<file path="config.mk">
export PLATFORM = sky130hd
export DESIGN_NAME = nes_gamepad
export DESIGN_NICKNAME = d
export VERILOG_FILES = /design/src/rtl/nes_gamepad.sv
export SDC_FILE = /design/constraint.sdc
export NUM_CORES = 1
export LEC_CHECK = 0
export BUFFER_PORTS_ARGS = -buffer_cell sky130_fd_sc_hd__buf_2
export CELL_PAD_IN_SITES_DETAIL_PLACEMENT = 2
export CELL_PAD_IN_SITES_GLOBAL_PLACEMENT = 2
export CORE_AREA = 8 8 132 134
export DETAILED_ROUTE_END_ITERATION = 10
export DIE_AREA = 0 0 140 142
export GPL_TIMING_DRIVEN = 0
export PLACE_DENSITY_LB_ADDON = 0.2
export SLEW_MARGIN = 20
export SYNTH_ARGS = -nofsm -noshare
export SYNTH_HDL_FRONTEND = slang
export SYNTH_SLANG_ARGS = --single-unit
</file>
<file path="constraint.sdc">
create_clock -name clk -period 1.8 [get_ports clk]
set_input_delay 0.27 -clock clk [delete_from_list [all_inputs] [get_ports clk]]
set_output_delay 0.27 -clock clk [all_outputs]
set_load 0.02 [all_outputs]
</file>
<file path="src/rtl/nes_gamepad.sv">
// nes_gamepad: memory-mapped NES-style pad poller for the PicoSoC iomem bus.
// It serially scans the pad's shift register using latch, clock and data lines.
// It also keeps the last scanned button state, sticky newly-pressed flags and a
// count of completed scans. Polls start either from a free-running timer (AUTO)
// or from a one-shot POLL_NOW write.
module nes_gamepad #(
    parameter int CLK_DIV     = 96,      // clk cycles per pad tick, >= 2
    parameter int POLL_CYCLES = 266667   // clk cycles between automatic polls
) (
    input  logic        clk,
    input  logic        reset,
    input  logic        iomem_valid,
    input  logic [3:0]  iomem_wstrb,
    input  logic [31:0] iomem_addr,
    input  logic [31:0] iomem_wdata,
    output logic        iomem_ready,
    output logic [31:0] iomem_rdata,
    output logic        pad_latch,
    output logic        pad_clk,
    input  logic        pad_data
);

    localparam int TICK_W = (CLK_DIV > 1) ? $clog2(CLK_DIV) : 1;
    localparam int POLL_W = (POLL_CYCLES > 1) ? $clog2(POLL_CYCLES) : 1;
    localparam logic [TICK_W-1:0] TICK_MAX = TICK_W'(CLK_DIV - 1);
    localparam logic [POLL_W-1:0] POLL_MAX = POLL_W'(POLL_CYCLES - 1);

    localparam logic [1:0] REG_BUTTONS = 2'd0;
    localparam logic [1:0] REG_EDGES   = 2'd1;
    localparam logic [1:0] REG_CTRL    = 2'd2;
    localparam logic [1:0] REG_FRAMES  = 2'd3;

    typedef enum logic [2:0] {
        S_IDLE,
        S_LATCH,
        S_GAP,
        S_CLK_LO,
        S_CLK_HI,
        S_DONE
    } state_e;

    // ------------------------------------------------------------------
    // State
    // ------------------------------------------------------------------
    state_e              state_q, state_d;
    logic [TICK_W-1:0]   tick_q, tick_d;
    logic                latch_ph_q, latch_ph_d;   // which of the two latch ticks
    logic [2:0]          bit_q, bit_d;
    logic [7:0]          shift_q, shift_d;
    logic [7:0]          buttons_q, buttons_d;
    logic [7:0]          edges_q, edges_d;
    logic [15:0]         frames_q, frames_d;
    logic                auto_q, auto_d;
    logic [POLL_W-1:0]   poll_q, poll_d;
    logic                ready_q, ready_d;
    logic [31:0]         rdata_q, rdata_d;
    logic                pad_latch_q, pad_clk_q;
    logic                pad_data_q;

    // ------------------------------------------------------------------
    // Bus decode and trigger sources
    // ------------------------------------------------------------------
    logic        bus_acc, bus_wr, bus_rd;
    logic [1:0]  reg_sel;
    logic [7:0]  w1c_mask;
    logic        manual_trig, auto_trig, trigger, tick;

    // Address bits outside [3:2] and the upper write-data bits carry no meaning here.
    logic unused_bits;
    assign unused_bits = &{1'b0, iomem_addr[31:4], iomem_addr[1:0], iomem_wdata[31:8]};

    assign tick = (tick_q == TICK_MAX);

    // Decode the accepted transfer; a transfer is accepted in the cycle before ready.
    always_comb begin
        // NOTE: every output of a combinational block gets a default first, otherwise paths that skip an assignment infer a latch.
        reg_sel     = iomem_addr[3:2];
        bus_acc     = iomem_valid && !ready_q;
        bus_wr      = bus_acc && (iomem_wstrb != 4'b0000);
        bus_rd      = bus_acc && (iomem_wstrb == 4'b0000);
        w1c_mask    = 8'h00;
        manual_trig = 1'b0;
        auto_d      = auto_q;
        if (bus_wr && reg_sel == REG_EDGES) begin
            w1c_mask = iomem_wdata[7:0];
        end
        if (bus_wr && reg_sel == REG_CTRL) begin
            auto_d      = iomem_wdata[0];
            manual_trig = iomem_wdata[1];
        end
        auto_trig = auto_q && (poll_q == POLL_MAX);
        trigger   = manual_trig || auto_trig;
    end

    // Read mux and one-shot ready; rdata is zero whenever ready is not asserted.
    always_comb begin
        ready_d = iomem_valid && !ready_q;
        rdata_d = 32'h0;
        if (bus_rd) begin
            case (reg_sel)
                REG_BUTTONS: rdata_d = {24'h0, buttons_q};
                REG_EDGES:   rdata_d = {24'h0, edges_q};
                REG_CTRL:    rdata_d = {31'h0, auto_q};
                default:     rdata_d = {16'h0, frames_q};
            endcase
        end
    end

    // Free-running poll timer, held at zero while AUTO is off.
    always_comb begin
        poll_d = '0;
        if (auto_q && poll_q != POLL_MAX) begin
            poll_d = poll_q + POLL_W'(1);
        end
    end

    // ------------------------------------------------------------------
    // Scan FSM: next state, tick counter and shift/result registers
    // ------------------------------------------------------------------
    // Sequence the pad scan and commit results in the single DONE cycle.
    always_comb begin
        state_d    = state_q;
        tick_d     = tick_q;
        latch_ph_d = latch_ph_q;
        bit_d      = bit_q;
        shift_d    = shift_q;
        buttons_d  = buttons_q;
        edges_d    = edges_q & ~w1c_mask;
        frames_d   = frames_q;

        if (state_q != S_IDLE) begin
            tick_d = tick ? '0 : tick_q + TICK_W'(1);
        end

        case (state_q)
            S_IDLE: begin
                tick_d = '0;
                if (trigger) begin
                    state_d    = S_LATCH;
                    latch_ph_d = 1'b0;
                end
            end
            S_LATCH: begin
                if (tick) begin
                    if (latch_ph_q) begin
                        state_d = S_GAP;
                    end else begin
                        latch_ph_d = 1'b1;
                    end
                end
            end
            S_GAP: begin
                if (tick) begin
                    shift_d[0] = ~pad_data_q;
                    bit_d      = 3'd1;
                    state_d    = S_CLK_LO;
                end
            end
            S_CLK_LO: begin
                if (tick) begin
                    state_d = S_CLK_HI;
                end
            end
            S_CLK_HI: begin
                if (tick) begin
                    shift_d[bit_q] = ~pad_data_q;
                    if (bit_q == 3'd7) begin
                        state_d = S_DONE;
                    end else begin
                        bit_d   = bit_q + 3'd1;
                        state_d = S_CLK_LO;
                    end
                end
            end
            S_DONE: begin
                // A fresh press beats a W1C clear of the same bit in this cycle.
                buttons_d = shift_q;
                edges_d   = (edges_q & ~w1c_mask) | (shift_q & ~buttons_q);
                frames_d  = frames_q + 16'd1;
                tick_d    = '0;
                state_d   = S_IDLE;
            end
            default: begin
                state_d = S_IDLE;
            end
        endcase
    end

    // Scan state and results; reset drops any partial scan on the spot.
    always_ff @(posedge clk) begin
        // NOTE: sequential state uses non-blocking assignments so every register samples pre-edge values.
        if (reset) begin
            state_q    <= S_IDLE;
            tick_q     <= '0;
            latch_ph_q <= 1'b0;
            bit_q      <= 3'd0;
            shift_q    <= 8'h00;
            buttons_q  <= 8'h00;
            edges_q    <= 8'h00;
            frames_q   <= 16'h0000;
        end else begin
            state_q    <= state_d;
            tick_q     <= tick_d;
            latch_ph_q <= latch_ph_d;
            bit_q      <= bit_d;
            shift_q    <= shift_d;
            buttons_q  <= buttons_d;
            edges_q    <= edges_d;
            frames_q   <= frames_d;
        end
    end

    // Control register, poll timer and bus response registers.
    always_ff @(posedge clk) begin
        if (reset) begin
            auto_q  <= 1'b0;
            poll_q  <= '0;
            ready_q <= 1'b0;
            rdata_q <= 32'h0;
        end else begin
            auto_q  <= auto_d;
            poll_q  <= poll_d;
            ready_q <= ready_d;
            rdata_q <= rdata_d;
        end
    end

    // Pad-side registers: strobes follow the next state so they are glitch-free
    // and aligned with it; data is registered once, which is safe because it is
    // only used a full tick after the pad last changed it.
    always_ff @(posedge clk) begin
        if (reset) begin
            pad_latch_q <= 1'b0;
            pad_clk_q   <= 1'b1;
            pad_data_q  <= 1'b1;
        end else begin
            pad_latch_q <= (state_d == S_LATCH);
            pad_clk_q   <= (state_d != S_CLK_LO);
            pad_data_q  <= pad_data;
        end
    end

    assign iomem_ready = ready_q;
    assign iomem_rdata = rdata_q;
    assign pad_latch   = pad_latch_q;
    assign pad_clk     = pad_clk_q;

endmodule
</file>
Yosys cells after proc, flatten, opt, wreduce, memory -nomap -nowiden
Cells that the tools add are included.
{"block": "op_classes", "n_addsub": 4, "n_lt_le_gt_ge": 2, "n_eq_ne": 18, "mux": 26, "bitwise": 8, "reduce_logical": 24}
{"operator": "$pmux W16 S3", "n": 1}
{"operator": "$mux W3", "n": 10}
{"operator": "$add A19 B1 Y19 const B", "n": 1}
{"operator": "$eq A19 B19 Y1 const B", "n": 1}
{"operator": "$ne A19 B19 Y1 const B", "n": 1}
{"operator": "$add A16 B1 Y16 const B", "n": 1}
{"operator": "$and A8 B8 Y8", "n": 2}
{"operator": "$mux W8", "n": 2}
{"operator": "$not A8 Y8", "n": 2}
{"operator": "$pmux W3 S5", "n": 1}
{"operator": "$ne A2 B2 Y1 const B", "n": 5}
{"operator": "$eq A3 B3 Y1 const B", "n": 3}
{"operator": "$bwmux W8", "n": 1}
{"operator": "$logic_and A1 B1 Y1", "n": 8}
{"operator": "$or A8 B8 Y8", "n": 1}
{"operator": "$add A7 B1 Y7 const B", "n": 1}
{"operator": "$eq A7 B7 Y1 const B", "n": 1}
{"operator": "$mux W7", "n": 1}
{"operator": "$eq A3 B1 Y1 const B", "n": 2}
{"operator": "$eq A3 B2 Y1 const B", "n": 2}
{"operator": "$mux W1", "n": 6}
{"operator": "$pmux W3 S2", "n": 1}
{"operator": "$reduce_and A3 Y1", "n": 2}
{"operator": "$logic_not A4 Y1", "n": 1}
{"operator": "20 further kinds", "n": 25}
{"block": "word_totals", "ff_bits": 110, "in_bits": 72, "word_cells": 98}

Depth between registers and ports, before layout
{"block": "depth", "word_depth": 9, "mapped_depth": 8, "depth_no_buf": 7}

Worst setup path before layout
No wires, ideal clock.
{"block": "synth_path", "path_kind": "reg2reg", "from": "register tick_q[0]", "to": "register shift_q[1]", "setup_ps": 70, "t_arrival_ps": 1696, "slack_ps": 34, "path_stages_with_launch": 7, "n_path_buf": 0, "period_less_slack_ps": 1766, "cell_sequence": "dfxtp_1 > ha_1 > nand4_4 > nor3b_4 > nand3_4 > or4_1 > a21oi_1"}
{"block": "synth_between", "elab_chain_len": 2}
{"element": "start: declaration", "line": "46", "source": "logic [TICK_W-1:0] tick_q, tick_d;"}
{"element": "start signal: assignment", "line": "203", "source": "tick_q <= tick_d;"}
{"element": "$eq A7 B7 Y1", "line": "72", "source": "assign tick = (tick_q == TICK_MAX);"}
{"element": "$reduce_and A2 Y1 (no line)"}
{"element": "end signal: assignment", "line": "206", "source": "shift_q <= shift_d;"}
{"element": "end: declaration", "line": "49", "source": "logic [7:0] shift_q, shift_d;"}
No other way between the ends.
A chain may end at the register's enable or synchronous reset.

Worst setup path in the final report
{"block": "layout_path", "from": "register tick_q[1]", "to": "register pad_clk_q (netlist: pad_clk)"}
{"block": "layout_between", "elab_chain_len": 4, "word_cells_on_any_way": 7, "cone_classes": "eq/ne (2); mux (5)"}
{"element": "$eq A7 B7 Y1 (*)", "line": "72"}
{"element": "$mux W3, on equally long branches"}
{"element": "$pmux W3 S5 (*)", "line": "135", "source": "case (state_q)"}
{"element": "$ne A3 B2 Y1 (*)", "line": "238", "source": "pad_clk_q <= (state_d != S_CLK_LO);"}
{"element": "end signal: assignment", "line": "238"}
{"element": "end: declaration", "line": "57", "source": "logic pad_latch_q, pad_clk_q;"}
Every way passes the cells marked *; elsewhere a longest branch is shown, timed or not.

==> out/results.tsv <==
metric	value	unit
status	complete, but fails checks	
failing checks	setup timing	
global routing usage on met2	20.68	%
Adder-Cell Fraction of Synth Area	1.793	%
initial DRC count	83	
Setup Skew	6.006	ps
area grow syn2layout	25.79	%
GRT met1 Usage	14.29	%
Worst-path clk slew	70	ps
Final ANT Viol Nets	0	
routability cong.	0.7442	
hold buffers post-CTS	0	
Worst EP required	2090	ps
clk buf depth	2	
largest net degree at the start of global routing	17	
dpl hpwl	8274	µm
most used flip-flop cell after synthesis	dfxtp_1	
# diodes	0	
Setup-failing EPs final	5	
Fillers	1727	
H-tree depth	3	
area fraction in compound gates after synthesis	8.308	%
Final Hold Fails	0	
Final Hold Slack	108.6	ps
delay-heaviest family, CP	simple AND/OR/NAND/NOR gates	
Post-Synth Simple-Gate Area	27.08	%
initial antenna violation count	0	
fraction of layout cells with a size suffix above 1	25.00	%
RSZ-0062 raised after global routing	true	
worst path bufs/invs	1	
worst skew pair latency	350	ps
Placed Instance Area	0.004663	mm²
final worst path period share	102.5	%
CTS sink cnt	94	
f_max	541.8	MHz
Slew @ Worst Pin	584.0	ps
Mapped Cells	464	
DR vias	3387	
mean post-synth cell area	9.023	µm²
Die Y-Extent	142	µm
CTS tree	built	
# nets final	613	
vias in the first global route	3674	
power per cell area	842.6	mW/mm²
Synth cell types	55	
total CTS buffers	9	
Sum Neg Setup Slack	-107.1	ps
Slowest-stage cell, CP	or3b_4	
min cycle time layout	1846	ps
crit path capture type	flop	
first-pass iteration count of the detailed router	4	
Die ar.	0.01988	mm²
post-synthesis mux area share	3.885	%
Initial Utilization	27.14	%
Total Routing Usage GR	12.07	%
post-detailed-routing wire length	11360	µm
Final WS setup	-45.72	ps
synthesized area	0.004187	mm²
Peak supply drop	0.4936	mV
Synth Area in XOR/XNOR	7.741	%
Max stage delay on crit path	450	ps
Worst slew margin	60.74	%
Yosys warnings	0	
EDFF count, synth	0	
Slew Viols, Final	0	
GR peak layer	met2	
Design Area, Final	0.005266	mm²
core area	0.01542	mm²
max-capacitance violation count	0	
IO Count	107	
global-route wire length before repair	19090	µm
ys async rst share	0	%
Seq/Total Area, Yosys	44.95	%
min-delay worst type	in -> reg	
CTS root buffer	clkbuf_16	
WS Path Type	reg -> reg	
CP Max Fanout	3	
row count	46	
Critical Path AT	2140	ps
cell chain of the critical path	ha_4, nand4_4, or3b_4, buf_12, a2111oi_4, nand2b_1	
Leak	2.043	nW
drt wl/cell	15.52	µm
Storage cell area	0.001888	mm²
die width	140	µm
Port Buffers	36	
vias per cell	4.627	
register bit total from synthesis	94	
largest family of logic cells by synthesized area	simple AND/OR/NAND/NOR gates	
grt ovf	0	
multi-input logic area	0.002248	mm²
Startpoint Class	flop	
drc violations	0	
met3 GRT Util	3.321	%
report_power, final:
part	total, W	switching (W)	internal [W]	leakage (nW)
logic	0.000243	0.000147	0.0000960	1.13
clock network	0.00209	0.000872	0.00122	0.152
registers	0.00210	0.00000904	0.00209	0.760
total	0.00444	0.00103	0.00341	2.04
sequential cells by signal, indices dropped and copies added (netlist names), 3 cells and up:
name         cells
poll_q          19
frames_q        16
iomem_rdata     16
buttons_q        8
edges_q          8
shift_q          8
tick_q           7
bit_q            3
state_q          3
synth_stat cells, types with 2 or more instances:
cell	instances	area, µm²
dfxtp_1	94	1882
nor2_1	66	247.7
nand2_1	35	131.4
a21oi_1	31	155.2
xor2_1	26	227.7
buf_4	17	127.6
and3_1	15	93.84
clkbuf_1	15	56.30
nand3_1	15	75.07
mux2i_1	14	140.1
o21ai_0	14	70.07
inv_1	13	48.80
xnor2_1	11	96.34
and2_1	10	62.56
nand2b_1	10	62.56
nand3b_1	10	75.07
ha_1	6	75.07
nand4_1	6	37.54
and4_1	4	35.03
or2_2	4	25.02
nor3_1	3	15.01
nor3b_1	3	22.52
nor4_1	3	18.77
a21o_1	2	15.01
buf_2	2	10.01
nand4b_1	2	17.52
nor4_2	2	25.02
o2111ai_1	2	17.52
or3_1	2	12.51
or4_1	2	15.01
worst register-to-register path: cells and delay by family, from the launching register on:
kind / cells / cell delay [ps]
flops: 1 / 350
compound gates: 1 / 410
buf+inv: 1 / 140
fa+ha+maj: 1 / 150
simple gates: 3 / 740
what timing repair did:
action	CTS	global route
resized for setup	16	32
gates cloned	0	1
endpoints found under the hold margin	0	0
setup endpoints to repair	52	41
setup buffers	10	2
pin swaps	5	12
routing by layer:
metal | vias to the layer above | wire length (µm)
met5 | - | 0
met1 | 1659 | 5228
li1 | 1678 | -
met2 | 40 | 5594
met4 | 0 | 133
met3 | 10 | 406
metrics by stage:
stage | total power, W | cells | worst slack, ps | utilization, %
floorplan | 0.002306 | 479 | 33.86 | -
global placement | 0.002372 | 707 | -251.9 | 30.23
detailed placement | 0.002376 | 707 | -297.3 | 30.23
CTS | 0.004494 | 731 | -60.07 | 33.34
global route | 0.004600 | 732 | -97.22 | 34.14
finish | 0.004437 | 732 | -45.72 | 34.14
layout by cell type, fill, tap and decap left out, types with 3 or more instances in the layout:
cell	instances
dfxtp_1	89
nor2_1	49
buf_2	38
nand2_1	35
a21oi_1	31
xor2_1	26
buf_4	25
conb_1	16
and3_1	15
nand3_1	15
mux2i_1	14
inv_1	13
nor2_2	13
o21ai_0	12
clkbuf_1	11
xnor2_1	11
and2_1	10
nand3b_1	10
clkbuf_16	10
nand2b_1	9
nand4_1	6
ha_1	5
dfxtp_2	5
nor2_4	4
or2_2	4
nor4_2	3
and4_1	3
buf_6	3
worst paths after layout:
kind / from / end / slack [ps] / cells past startpoint
worst min register to register: buttons_q[1]$_SDFFE_PP0P_ / buttons_q[1]$_SDFFE_PP0P_ / 470 / 2
worst min-delay path: pad_data / pad_data_q$_SDFF_PP1_ / 110 / 2
worst max-delay path: tick_q[1]$_SDFFE_PP0N_ / pad_clk$_SDFF_PP1_ / -50 / 6
worst max register to register: tick_q[1]$_SDFFE_PP0N_ / pad_clk$_SDFF_PP1_ / -50 / 6
area by class of cell:
cell class	count	share of cell area [%]
plain buffers	32	3.778
clock buffers	9	4.277
clock inverters	7	1.853
inverters	13	0.9266
multi-input cells	336	42.69
flip-flops and latches	94	35.85
well taps	192	4.562
repair buffers	49	6.058
logic make-up (layout without fill, tap and decap cells):
group	Yosys count	after routing
AOI/OAI and AO/OA	58	58
xor gates and xnor gates	37	37
adders and majority gates	6	6
buffers and inverters	49	110
DFF	94	94
muxes	15	15
other	1	16
and+or+nand+nor	204	204
Power figures use the tool's default switching activity.
